### config.mk
export PLATFORM = sky130hd
export DESIGN_NAME = ckp_gen
export DESIGN_NICKNAME = d
export VERILOG_FILES = /design/src/rtl/ckp_gen_pkg.sv /design/src/rtl/ckp_gen_cam.sv /design/src/rtl/ckp_gen.sv
export SDC_FILE = /design/constraint.sdc
export NUM_CORES = 1
export LEC_CHECK = 0
export CAP_MARGIN = 10
export CORE_UTILIZATION = 50
export DETAILED_ROUTE_END_ITERATION = 10
export PLACE_DENSITY = 0.81
export SLEW_MARGIN = 5
export SYNTH_ARGS = -nofsm -noshare
export SYNTH_HDL_FRONTEND = slang
export SYNTH_SLANG_ARGS = --single-unit
### constraint.sdc
create_clock -name clk -period 8.2 [get_ports clk]
set_input_delay 1.23 -clock clk [delete_from_list [all_inputs] [get_ports clk]]
set_output_delay 1.23 -clock clk [all_outputs]
set_load 0.01 [all_outputs]
### src/rtl/ckp_gen_pkg.sv
// ckp_gen_pkg: shared FSM state type, parameter defaults and cam-window width for the crank/cam generator.
package ckp_gen_pkg;
  typedef enum logic [1:0] {IDLE, TLO, THI, GAP} state_t;
  localparam int TEETH_DEF = 60;
  localparam int MISS_DEF = 2;
  localparam int PW_DEF = 24;
  localparam int CW = 8;
endpackage

### src/rtl/ckp_gen_cam.sv
// ckp_gen_cam: 720-degree phase tracking and registered cam window, fed with next-cycle tooth/rev so cam lines up with them.
module ckp_gen_cam
  import ckp_gen_pkg::*;
(
  input  logic          clk,
  input  logic          rst,
  input  logic          idle,
  input  logic          rev,
  input  logic [CW-1:0] tooth,
  input  logic [CW-1:0] cam_on,
  input  logic [CW-1:0] cam_off,
  output logic          cam
);
  logic r_phase;
  logic w_phase, w_in;
  assign w_phase = r_phase ^ rev;
  assign w_in = (cam_on < cam_off) ? (tooth >= cam_on && tooth < cam_off) :
                (cam_on > cam_off) ? (tooth >= cam_on || tooth < cam_off) : 1'b0;
  always_ff @(posedge clk)
    if (rst) begin
      r_phase <= 1'b0;
      cam <= 1'b1;
    end else begin
      r_phase <= w_phase;
      cam <= idle | ~(w_phase & w_in);
    end
endmodule

### src/rtl/ckp_gen.sv
// ckp_gen: 60-2 style crank (VR) and cam signal generator with programmable tooth period.
// Optional period ramp (step, per_min, per_max) is enabled by defining CKP_GEN_RAMP_EN.
module ckp_gen
  import ckp_gen_pkg::*;
#(
  parameter int TEETH = TEETH_DEF,
  parameter int MISS = MISS_DEF,
  parameter int PW = PW_DEF
) (
  input  logic                 clk,
  input  logic                 rst,
  input  logic                 en,
  input  logic                 per_we,
  input  logic [PW-1:0]        per,
  input  logic [CW-1:0]        cam_on,
  input  logic [CW-1:0]        cam_off,
`ifdef CKP_GEN_RAMP_EN
  input  logic signed [PW-1:0] step,
  input  logic [PW-1:0]        per_min,
  input  logic [PW-1:0]        per_max,
`endif
  output logic                 vr,
  output logic                 cam,
  output logic [CW-1:0]        tooth,
  output logic                 rev
);
  localparam int NW = PW + $clog2(MISS + 1) + 1;
  state_t r_state, w_state;
  logic [NW-1:0] r_cnt, w_cnt, w_lo, w_hi, w_gap;
  logic [PW-1:0] r_per, r_act, w_base, w_new;
  logic [CW-1:0] w_tooth;
  logic w_rev, w_entry, w_last;
  // A strobe coinciding with a tooth start wins over the stored shadow.
  assign w_base = per_we ? ((per < PW'(2)) ? PW'(2) : per) : r_per;
`ifdef CKP_GEN_RAMP_EN
  logic signed [PW+1:0] w_sum;
  assign w_sum = $signed({2'b00, w_base}) + $signed({{2{step[PW-1]}}, step});
  assign w_new = (w_sum < $signed({2'b00, per_min})) ? per_min :
                 (w_sum > $signed({2'b00, per_max})) ? per_max : w_sum[PW-1:0];
`else
  assign w_new = w_base;
`endif
  assign w_lo = NW'(r_act >> 1);
  assign w_hi = NW'(r_act) - w_lo;
  assign w_gap = NW'(MISS) * NW'(r_act);
  assign w_last = tooth == CW'(TEETH - MISS - 1);
  assign w_entry = (w_state == TLO) && (r_state != TLO);
  always_comb begin
    w_state = r_state;
    w_cnt = r_cnt + NW'(1);
    w_tooth = tooth;
    w_rev = 1'b0;
    case (r_state)
      IDLE: begin
        w_cnt = '0;
        w_state = en ? TLO : IDLE;
        w_rev = en;
      end
      TLO: if (r_cnt == w_lo - NW'(1)) begin
        w_cnt = '0;
        w_state = THI;
      end
      THI: if (r_cnt == w_hi - NW'(1)) begin
        w_cnt = '0;
        w_state = !en ? IDLE : w_last ? GAP : TLO;
        w_tooth = !en ? '0 : w_last ? tooth : tooth + CW'(1);
      end
      GAP: if (r_cnt == w_gap - NW'(1)) begin
        w_cnt = '0;
        w_tooth = '0;
        w_state = en ? TLO : IDLE;
        w_rev = en;
      end
      default: w_state = IDLE;
    endcase
  end
  always_ff @(posedge clk)
    if (rst) begin
      r_state <= IDLE;
      r_cnt <= '0;
      r_per <= PW'(2);
      r_act <= PW'(2);
      vr <= 1'b0;
      tooth <= '0;
      rev <= 1'b0;
    end else begin
      r_state <= w_state;
      r_cnt <= w_cnt;
      r_per <= w_entry ? w_new : w_base;
      r_act <= w_entry ? w_new : r_act;
      vr <= w_state == THI;
      tooth <= w_tooth;
      rev <= w_rev;
    end
  ckp_gen_cam u_cam (
    .clk    (clk),
    .rst    (rst),
    .idle   (w_state == IDLE),
    .rev    (w_rev),
    .tooth  (w_tooth),
    .cam_on (cam_on),
    .cam_off(cam_off),
    .cam    (cam)
  );
endmodule
==> results of run 1 <==
==> how the worst max path moves through the flow <==
| stage | cells past startpoint | slack [ns] | to |
|---|---|---|---|
| 2_1_floorplan | 32 | 1.68 | u_cam.cam |
| 3_3_place_gp | 31 | 1.03 | u_cam.cam |
| 3_5_place_dp | 30 | 0.86 | u_cam.cam |
| 4_1_cts | 30 | 0.77 | u_cam.cam |
| 5_1_grt | 31 | 0.04 | u_cam.cam |
| 6_report | 31 | 0.71 | u_cam.cam |
==> synth_stat cells, drive strengths merged (4+ instances only) <==
library cell  number  area share, %
nor2             136            5.4
and4               8           0.74
a21boi             9           0.72
a21o              15            1.2
and2              13           0.86
nand4             28            1.9
ha                84             11
nor3              26            1.4
a2111oi            7           0.93
dfxtp             89             19
o311ai             8            1.0
xor2              44            4.1
nor4b              4           0.53
a21bo              4           0.42
a221oi             5           0.46
o21ai             35            1.9
xnor2            103            9.6
and3              16            1.1
nand2b            16            1.1
or4                8           0.68
nor2b             17            1.2
nand3b             7           0.56
o21a               7           0.56
mux2              27            4.0
o31a               4           0.37
o211ai            15            1.4
a211o              6           0.56
or2                9           0.60
a21oi             45            2.4
mux2i             28            3.0
nor4              28            2.0
a211oi            10           0.98
nor3b              4           0.32
buf               12           0.97
inv               75            3.0
nand3             45            2.5
nand2             78            3.1
or3               11           0.78
a31oi              8           0.60
clkbuf            46            1.8
==> cell families (layout without fill, tap and decap cells) <==
kind of cell | count (synthesis) | count (layout) | share of synthesized area (%)
AOI/OAI and AO/OA | 217 | 217 | 17.3
xor gates and xnor gates | 149 | 149 | 14.1
adders and majority gates | 85 | 85 | 11.3
buffers and inverters | 133 | 148 | 5.78
DFF | 89 | 89 | 18.9
muxes | 55 | 55 | 6.99
and+or+nand+nor | 463 | 463 | 25.5
==> through the flow <==
step / worst slack [ns] / hold WS [ns]
2_1_floorplan: 1.68 / 0.454
5_1_grt: 0.0355 / 0.537
3_3_place_gp: 1.03 / 0.498
3_5_place_dp: 0.856 / 0.508
6_report: 0.709 / 0.523
4_1_cts: 0.770 / 0.527
==> critical path: cells and delay by family, from the launching register on <==
family / cells / cell delay (ns)
adder cells (fa/ha/maj): 3 / 1.04
AO/OA/AOI/OAI: 12 / 2.27
XOR/XNOR: 1 / 0.15
buffers and inverters: 1 / 0.10
AND/OR/NAND/NOR: 14 / 3.53
flip-flops: 1 / 0.36
==> registers in the layout, indices dropped and copies added, names as in the netlist <==
register / flops
tooth: 8
r_state: 2
r_cnt: 27
r_act: 24
rev: 1
u_cam.cam: 1
r_per: 24
vr: 1
u_cam.r_phase: 1
==> routing by layer <==
metal  vias to the layer above  GRT usage [%]  share of wire (%)
li1                       4255              -                  -
met1                      4101           36.9                 46
met2                       390           40.8                 43
met3                        57           3.51                7.5
met4                         0           11.3                3.2
met5                         -              0                  0
==> power groups by stage <==
stage / sequential (mW) / combinational, mW / clock [mW]
after floorplan: 0.460 / 0.527 / 0
after global placement: 0.462 / 0.661 / 0
after detailed placement: 0.462 / 0.671 / 0
after CTS: 0.452 / 0.676 / 0.487
after global routing: 0.454 / 0.751 / 0.503
final: 0.453 / 0.691 / 0.485
==> cell type report <==
type                       instances  share of cell area [%]
clock buffer                      10                    2.31
clock inverter                     6                   0.930
inverter                          75                    2.72
multi-input combinational        969                    68.7
sequential                        89                    17.2
tap                              229                    2.77
timing repair buffer              57                    5.39
==> cells in the final DEF, fill, tap and decap left out, drive strengths merged, types with 28 or more instances in the layout <==
master and n:
xnor2 103, dfxtp 89, xor2 44, nand3 45
ha 84, inv 78, nor2 136, nor4 28
nand2 78, mux2i 28, nand4 28, o21ai 35
a21oi 45, clkdlybuf4s50 53
==> timing repair <==
item | CTS | global route
resized for setup | 0 | 1
hold endpoints to repair | 0 | 0
endpoints found under the setup margin | 0 | 1
==> results.md, run 1 <==
- TritonRoute pass-1 iters: 6
- Async SR Flop Fraction: 0%
- Total grt overflow: 0
- Total die area: about 19000 sq um
- Share of layout cells above drive strength 1: under 10%
- Starting Density: 51.8%
- Multi-input gate area: between 7000 and 8000 sq um
- Synth Net Count: between 1000 and 1500
- Reg2Reg Setup Slack: 0.71 ns
- Synthesized flop and latch total: 89
- Mapped Area: 9440 sq um
- CP Capture Type: register
- # Post-CTS Setup Buffers: 0
- Worst-path maximum fanout: 7
- Slew at the pin closest to its max-slew limit: approximately 1.1 ns
- CTS H-tree lvls: 3
- Number of global-route vias before repair: 8282
- Via/cell ratio: roughly 6.1
- EDFF count, synth: 0
- Pwr Total: roughly 1.6 mW
- Final setup vio count: 0
- CP arrival: roughly 7.8 ns
- Cells after Synth: approximately 1200
- Pwr dens: roughly 160 nW/um^2
- TritonCTS buffer count: 9
- Die X: around 140 um
- CTS Hold Bufs: 0
- CP required: roughly 8.5 ns
- Die Y: between 100 and 150 um
- DR iter-0 viols: 679
- Slew margin rel.: 26.7%
- Post-route cell area: just over 10000 sq um
- CTS tree: yes
- Final Core Density: approximately 57%
- Reg2reg end: u_cam.cam
- Clock sink count: 89
- Max Cap Viol: 0
- Max Fclk: about 0.13 GHz
- Clk pwr share: between 20 and 30%
- Clock Tree Buf Depth: 2
- Unrepaired setup endpoints after global routing: false
- Synth-to-layout area growth: 9.76%
- Skew-Pair Late Insertion Delay: around 0.37 ns
- Unique masters post-synth: between 90 and 100
- Skew final: between 0.015 and 0.02 ns
- Number of buffers added on ports: 54
- Status: completed
- First-pass GRT wire length: approximately 41000 um
- Ys Warns: 0
- Register area share after synthesis: approximately a fifth
- Critical Path Source: r_act[0]
- Final HPWL DP: 19700 um
- Leakage: 4.21 nW
- Setup CP Type: register to register
- Hold Path Stages: 2
- VDD IR-drop max: 0.124 mV
- Final #Nets: ~1300
- Startpoint types: register
- Proportion of power drawn by combinational gates: 42.4%
- Non-filler cells, final: 1435
- IO Count: 55
- Vias: between 8000 and 9000
- Std-Cell Rows: just under 50
- Critical Path Max Stage Delay: roughly 0.73 ns
- Endpoint, Worst Hold: r_per[16]
- Seq pwr share: 27.8%
- Final wirelength: roughly 25000 um
- Max Slew Vio Count: 0
- Setup TNS: 0 ns
- Largest net degree at the start of global routing: between 60 and 70
- Core outline area: about 18000 sq um
- Filler cells: approximately 1600
- Placed cells: 1419
- R2R Path Start: r_act[0]
- Net Sw Frac: about two fifths
- Clock transition at path regs: ~0.080 ns
- Worst hold path class: register to register
- Routability cong.: around 1
- Int Power: around 1 mW
- Slowest cell on crit path: or4b_1
- Tmin final: ~7.5 ns
- Top_reg_cell synth: dfxtp_1
- Share of the clock period used by the worst path: 91.4%
- FF+latch area: approximately 1800 sq um
- Worst reg2reg path depth: 31
- Hold Vio Cnt, Final: 0
- Antenna diodes: 0
- Global Route Usage Sum: between 20% and 30%
- Post-Syn Area per Cell: between 7 and 8 sq um
- Initial antenna violation count: 0
- Root Buffer: clkbuf_16
- Placed cell area: 10000 sq um
- Antenna Nets Post-Route: 0
- Switch Pwr: between 0.6 and 0.7 mW
- DRC viols: 0
- Cell mode on critical path: nor3_1
- DR WL/cell: between 15 and 20 um
- Hold path start: r_per[16]
(Power assumes the default switching activity.)
==> run 2: changes to the inputs <==
- clock period: 8.2 -> 7.5 ns (I/O delays scaled with it)
==> results.md, run 2 (synthesis gave the netlist of run 1 again) <==
- Status: completed
- Worst-path maximum fanout: 6 (-1)
- Crit-path leading delay family: simple AND/OR/NAND/NOR gates
- Startpoint types: register
- Critical Path Max Stage Delay: 0.56 ns (-0.17 ns)
- Multi-input gate area: 7160 sq um (+0.69%)
- CTS H-tree lvls: 3 (unchanged)
- Antenna Nets Post-Route: 0 (unchanged)
- Pwr dens: 166 nW/um^2 (+5.5%)
- Max Fclk: 0.139 GHz (+4.4%)
- Share of the clock period used by the worst path: 95.7% (+4.3 points)
- Worst path bufs/invs: 1 (unchanged)
- Total grt overflow: 0 (unchanged)
- Max Cap Viol: 0 (unchanged)
- Root Buffer: clkbuf_16
- Worst hold path class: register to register
- Commonest non-fill, non-tap cell in the layout: nor2_1
- Hold Vio Cnt, Final: 0 (unchanged)
- Max Slew Vio Count: 0 (unchanged)
- Share of layout cells above drive strength 1: 8.45% (+1.7 points)
- Clock Tree Buf Depth: 2 (unchanged)
- Top flop regs: r_cnt x27, r_act x24, r_per x24
- CP arrival: 7.48 ns (-0.32 ns)
- Synth-to-layout area growth: 10.9%
- Die Y: 139 um (unchanged)
- Met2 wire length: 11300 um (+3.5%)
- Antenna diodes: 0 (unchanged)
- Core outline area: 18200 sq um (unchanged)
- Slew at the pin closest to its max-slew limit: 0.972 ns (-0.127 ns)
- Setup CP Type: register to register
- Endpoint, Worst Hold: r_per[11]
- Vias: 8757 (-0.52%)
- Via/cell ratio: 6.05 (-1.4%)
- Final wirelength: 25400 um (about the same)
- Top reg by flops: r_cnt
- Number of buffers added on ports: 54 (unchanged)
- Die X: 139 um (unchanged)
- Worst reg2reg path depth: 30 (-3.2%)
- CP required: 7.80 ns (-0.71 ns)
- Slew margin rel.: 35.2% (+8.5 points)
- R2R Path Start: r_act[2]
- Slowest cell on crit path: or4_4
- DR WL/cell: 17.6 um (-0.86%)
- Largest net degree at the start of global routing: 62 (unchanged)
- Starting Density: 51.8% (unchanged)
- Setup TNS: 0 ns (unchanged)
- Most frequent cells in the layout: nor2_1, xnor2_1, dfxtp_1
- Final setup vio count: 0 (unchanged)
- CTS Hold Bufs: 0 (unchanged)
- DRC viols: 0 (unchanged)
- Number of global-route vias before repair: 8141 (-1.7%)
- VDD IR-drop max: 0.154 mV (+25%)
- Skew final: 0.00741 ns (-0.00796 ns)
- Clock transition at path regs: 0.07 ns (about the same)
- Std-Cell Rows: 49 (unchanged)
- DR iter-0 viols: 944 (+39%)
- Clock sink count: 89 (unchanged)
- TritonRoute pass-1 iters: 5 (-1)
- Hold path start: r_per[11]
- Initial antenna violation count: 0 (unchanged)
- Final HPWL DP: 19600 um (-0.41%)
- Max reg flops: 27 (unchanged)
- Final worst slack: 0.324 ns (-0.385 ns)
- Met3 WL: 1750 um (-9.0%)
- Reg2reg end: u_cam.cam
- Global Route Usage Sum: 26.2% (-0.26 points)
- Pwr Total: 1.74 mW (+6.6%)
- Final #Nets: 1343 (+0.98%)
- Total die area: 19400 sq um (unchanged)
- IO Count: 55 (unchanged)
- Skew-Pair Late Insertion Delay: 0.36 ns (about the same)
- FF+latch area: 1780 sq um (unchanged)
- Tmin final: 7.18 ns (-0.315 ns)
- DP Worst Slack: 0.211 ns (-0.645 ns)
- First-pass GRT wire length: 41100 um (-0.77%)
- Top layer in use: met4
- Hold Path Stages: 2 (unchanged)
- Routed met1 length: 11900 um (+0.49%)
- Reg2Reg Setup Slack: 0.32 ns (-0.38 ns)
- CP Capture Type: register
- Routability cong.: 0.938 (-6.9%)
- Filler cells: 1560 (-3.9%)
- CTS tree: yes
- TritonCTS buffer count: 9 (unchanged)
- Leakage: 4.26 nW (+1.1%)
==> run 2: per-layer routing <==
metal	vias up	global-route usage (%)
li1	4277	-
met1	4090	36.4
met2	351	41.6
met3	39	3.65
met4	0	8.60
met5	-	0
==> run 2: area by class of cell <==
class	instances	share of cell area (%)
multi-input combinational	969	68.5
sequential	89	17.0
timing repair buffer	70	6.26
tap	229	2.74
inverter	75	2.69
clock buffer	9	2.15
clock inverter	7	0.670
==> run 2: tightest hold or removal path, stage by stage (launching register included) <==
cell and delay (ns):
dfxtp_1 0.30, mux2i_1 0.11, nor2_1 0.07
==> run 2: metrics by stage <==
step | instance area, sq um | std cells | hold WS [ns] | util (%)
global route | 10500 | 1448 | 0.540 | 57.5
floorplan | 9440 | 1191 | 0.454 | -
CTS | 10400 | 1441 | 0.526 | 56.9
detailed placement | 10100 | 1425 | 0.512 | 55.3
finish | 10500 | 1448 | 0.528 | 57.5
global placement | 10100 | 1425 | 0.496 | 55.3
==> run 2: how the worst max path moves through the flow <==
| stage | slack (ns) | start | cells after the start | to |
|---|---|---|---|---|
| 3_5_place_dp | 0.21 | r_act[0] | 31 | u_cam.cam |
| 2_1_floorplan | 0.98 | r_act[0] | 32 | u_cam.cam |
| 4_1_cts | 0.14 | r_act[0] | 31 | u_cam.cam |
| 3_3_place_gp | 0.27 | r_act[0] | 31 | u_cam.cam |
| 6_report | 0.32 | r_act[2] | 30 | u_cam.cam |
| 5_1_grt | -0.01 | r_act[2] | 30 | u_cam.cam |
==> run 2: timing repair <==
action	CTS	global route
gates resized for setup	0	13
buffers inserted	0	7
endpoints found under the setup margin	0	1
hold endpoints to repair	0	0
==> run 2: power by group <==
part           total, mW  switching (mW)  internal, mW
combinational      0.786           0.454         0.332
sequential         0.495         0.00939         0.485
clock              0.456           0.222         0.234
total               1.74           0.685          1.05
==> run 3: changes to the inputs <==
- CELL_PAD_IN_SITES_DETAIL_PLACEMENT: default -> 0
- CELL_PAD_IN_SITES_GLOBAL_PLACEMENT: default -> 1
- CORE_UTILIZATION: 50 -> 46
- PLACE_DENSITY: 0.81 -> 0.94
==> results.md, run 3 (synthesis gave the netlist of run 1 again) <==
- DR iter-0 viols: 519 (-45%)
- Synth-to-layout area growth: 12.4%
- Met3 WL: 1370 um (-22%)
- Worst hold path class: register to register
- Final #Nets: 1348 (+0.37%)
- Setup TNS: 0 ns (unchanged)
- Routability cong.: 0.917 (-2.3%)
- Share of the clock period used by the worst path: 93.6% (-2.1 points)
- Number of buffers added on ports: 54 (unchanged)
- Std-Cell Rows: 52 (+6.1%)
- Reg2reg end: u_cam.cam
- CP arrival: 7.32 ns (-0.16 ns)
- TritonRoute pass-1 iters: 5 (unchanged)
- Most frequent cells in the layout: nor2_1, xnor2_1, dfxtp_1
- Worst-path maximum fanout: 7 (+1)
- DR WL/cell: 17.2 um (-2.0%)
- First-pass GRT wire length: 41300 um (+0.57%)
- Starting Density: 46.8% (-5.0 points)
- Top reg by flops: r_cnt
- Antenna diodes: 0 (unchanged)
- Hold Path Stages: 2 (unchanged)
- Share of layout cells above drive strength 1: 9.31% (+0.86 points)
- Commonest non-fill, non-tap cell in the layout: nor2_1
- Worst reg2reg path depth: 29 (-3.3%)
- Slowest cell on crit path: or4_4
- Largest net degree at the start of global routing: 62 (unchanged)
- Number of global-route vias before repair: 7996 (-1.8%)
- Final HPWL DP: 20300 um (+3.3%)
- Routed met1 length: 12700 um (+6.9%)
- CTS Hold Bufs: 0 (unchanged)
- Hold path start: r_per[0]
- Max Slew Vio Count: 0 (unchanged)
- Non-filler cells, final: 1494 (+3.2%)
- Max Cap Viol: 0 (unchanged)
- Max Fclk: 0.142 GHz (+2.2%)
- TritonCTS buffer count: 9 (unchanged)
- Via/cell ratio: 5.79 (-4.2%)
- Reg2Reg Setup Slack: 0.48 ns (+0.16 ns)
- Endpoint, Worst Hold: r_per[0]
- Met2 wire length: 11100 um (-1.3%)
- Tmin final: 7.02 ns (-0.157 ns)
- Antenna Nets Post-Route: 0 (unchanged)
- R2R Path Start: r_act[3]
- CP required: 7.80 ns (about the same)
- Initial antenna violation count: 0 (unchanged)
- Setup CP Type: register to register
- Top layer in use: met4
- Total grt overflow: 0 (unchanged)
- Clock Tree Buf Depth: 2 (unchanged)
- Root Buffer: clkbuf_16
- Hold Vio Cnt, Final: 0 (unchanged)
- CP Capture Type: register
- CTS tree: yes
- VDD IR-drop max: 0.140 mV (-9.1%)
- Total die area: 21100 sq um (+8.6%)
- Clock sink count: 89 (unchanged)
- Slew at the pin closest to its max-slew limit: 1.06 ns (+0.0904 ns)
- Die X: 145 um (+4.2%)
- Startpoint types: register
- Skew-Pair Late Insertion Delay: 0.36 ns (about the same)
- Vias: 8657 (-1.1%)
- CTS H-tree lvls: 3 (unchanged)
- Final wirelength: 25700 um (+1.1%)
- Pwr dens: 166 nW/um^2 (+0.27%)
- Top flop regs: r_cnt x27, r_act x24, r_per x24
- Die Y: 145 um (+4.2%)
- Placed cells: 1467 (+2.9%)
- Post-route cell area: 10600 sq um (+1.4%)
- Max reg flops: 27 (unchanged)
- Placed cell area: 10100 sq um (+0.58%)
- Skew final: 0.0100 ns (+0.00260 ns)
- Clock transition at path regs: 0.07 ns (about the same)
- Fin Hold WS: 0.522 ns (-0.00631 ns)
- Pwr Total: 1.76 mW (+1.6%)
- Slew margin rel.: 29.1% (-6.0 points)
- Core outline area: 20200 sq um (+11%)
- Critical Path Max Stage Delay: 0.61 ns (+0.05 ns)
- Final setup vio count: 0 (unchanged)
- DRC viols: 0 (unchanged)
- Status: completed
- Global Route Usage Sum: 24.3% (-1.9 points)
- Leakage: 4.31 nW (+1.3%)
- IO Count: 55 (unchanged)
## run 3: changes by cell type in the layout (fill, tap and decap cells not counted), sizes merged
cell      before  now
clkbuf         9   10
inv           79   80
buf           17   22
clkinv         2    1
clkinvlp       1    0
## run 3: how the worst max path moves through the flow
stage | slack, ns | endpoint | from
after floorplan | 0.98 | u_cam.cam | r_act[0]
after global placement | 0.30 | u_cam.cam | r_act[0]
after detailed placement | 0.28 | u_cam.cam | r_act[0]
after CTS | 0.25 | u_cam.cam | r_act[0]
after global routing | -0.04 | u_cam.cam | r_act[0]
final | 0.48 | u_cam.cam | r_act[3]
## run 3: cell type report
class / instances / area [sq um]
Inverter: 75 / 282
Multi-Input combinational cell: 969 / 7210
Fill cell: 1950 / 9560
Clock inverter: 6 / 65.1
Sequential cell: 89 / 1780
Timing Repair Buffer: 75 / 693
Tap cell: 270 / 338
Clock buffer: 10 / 239
## run 3: stage by stage
step	utilization [%]	setup slack, ns
floorplan	-	0.979
global placement	50.2	0.295
detailed placement	50.2	0.281
CTS	51.7	0.247
global route	52.6	-0.0382
finish	52.6	0.481
## run 3: layer usage
layer	vias up	GRT usage, %
met5	-	0
met4	0	8.11
met3	40	2.01
met2	249	37.0
met1	4076	35.7
li1	4292	-
## run 3: power breakdown
| part | switching [mW] | internal [mW] | total (mW) |
|---|---|---|---|
| clock | 0.221 | 0.245 | 0.466 |
| sequential | 0.00923 | 0.486 | 0.495 |
| combinational | 0.459 | 0.345 | 0.804 |
## run 3: timing repair
item,CTS,global route
setup endpoints to repair,0,1
resized for setup,0,26
setup buffers,0,11
## run 3: worst max-delay path, delay by kind of cell (launching register included)
family | cells | cell delay, ns
AO/OA/AOI/OAI | 14 | 3.03
adder cells (fa/ha/maj) | 2 | 0.66
buffers and inverters | 1 | 0.15
flip-flops | 1 | 0.42
multiplexers | 1 | 0.23
AND/OR/NAND/NOR | 11 | 2.46
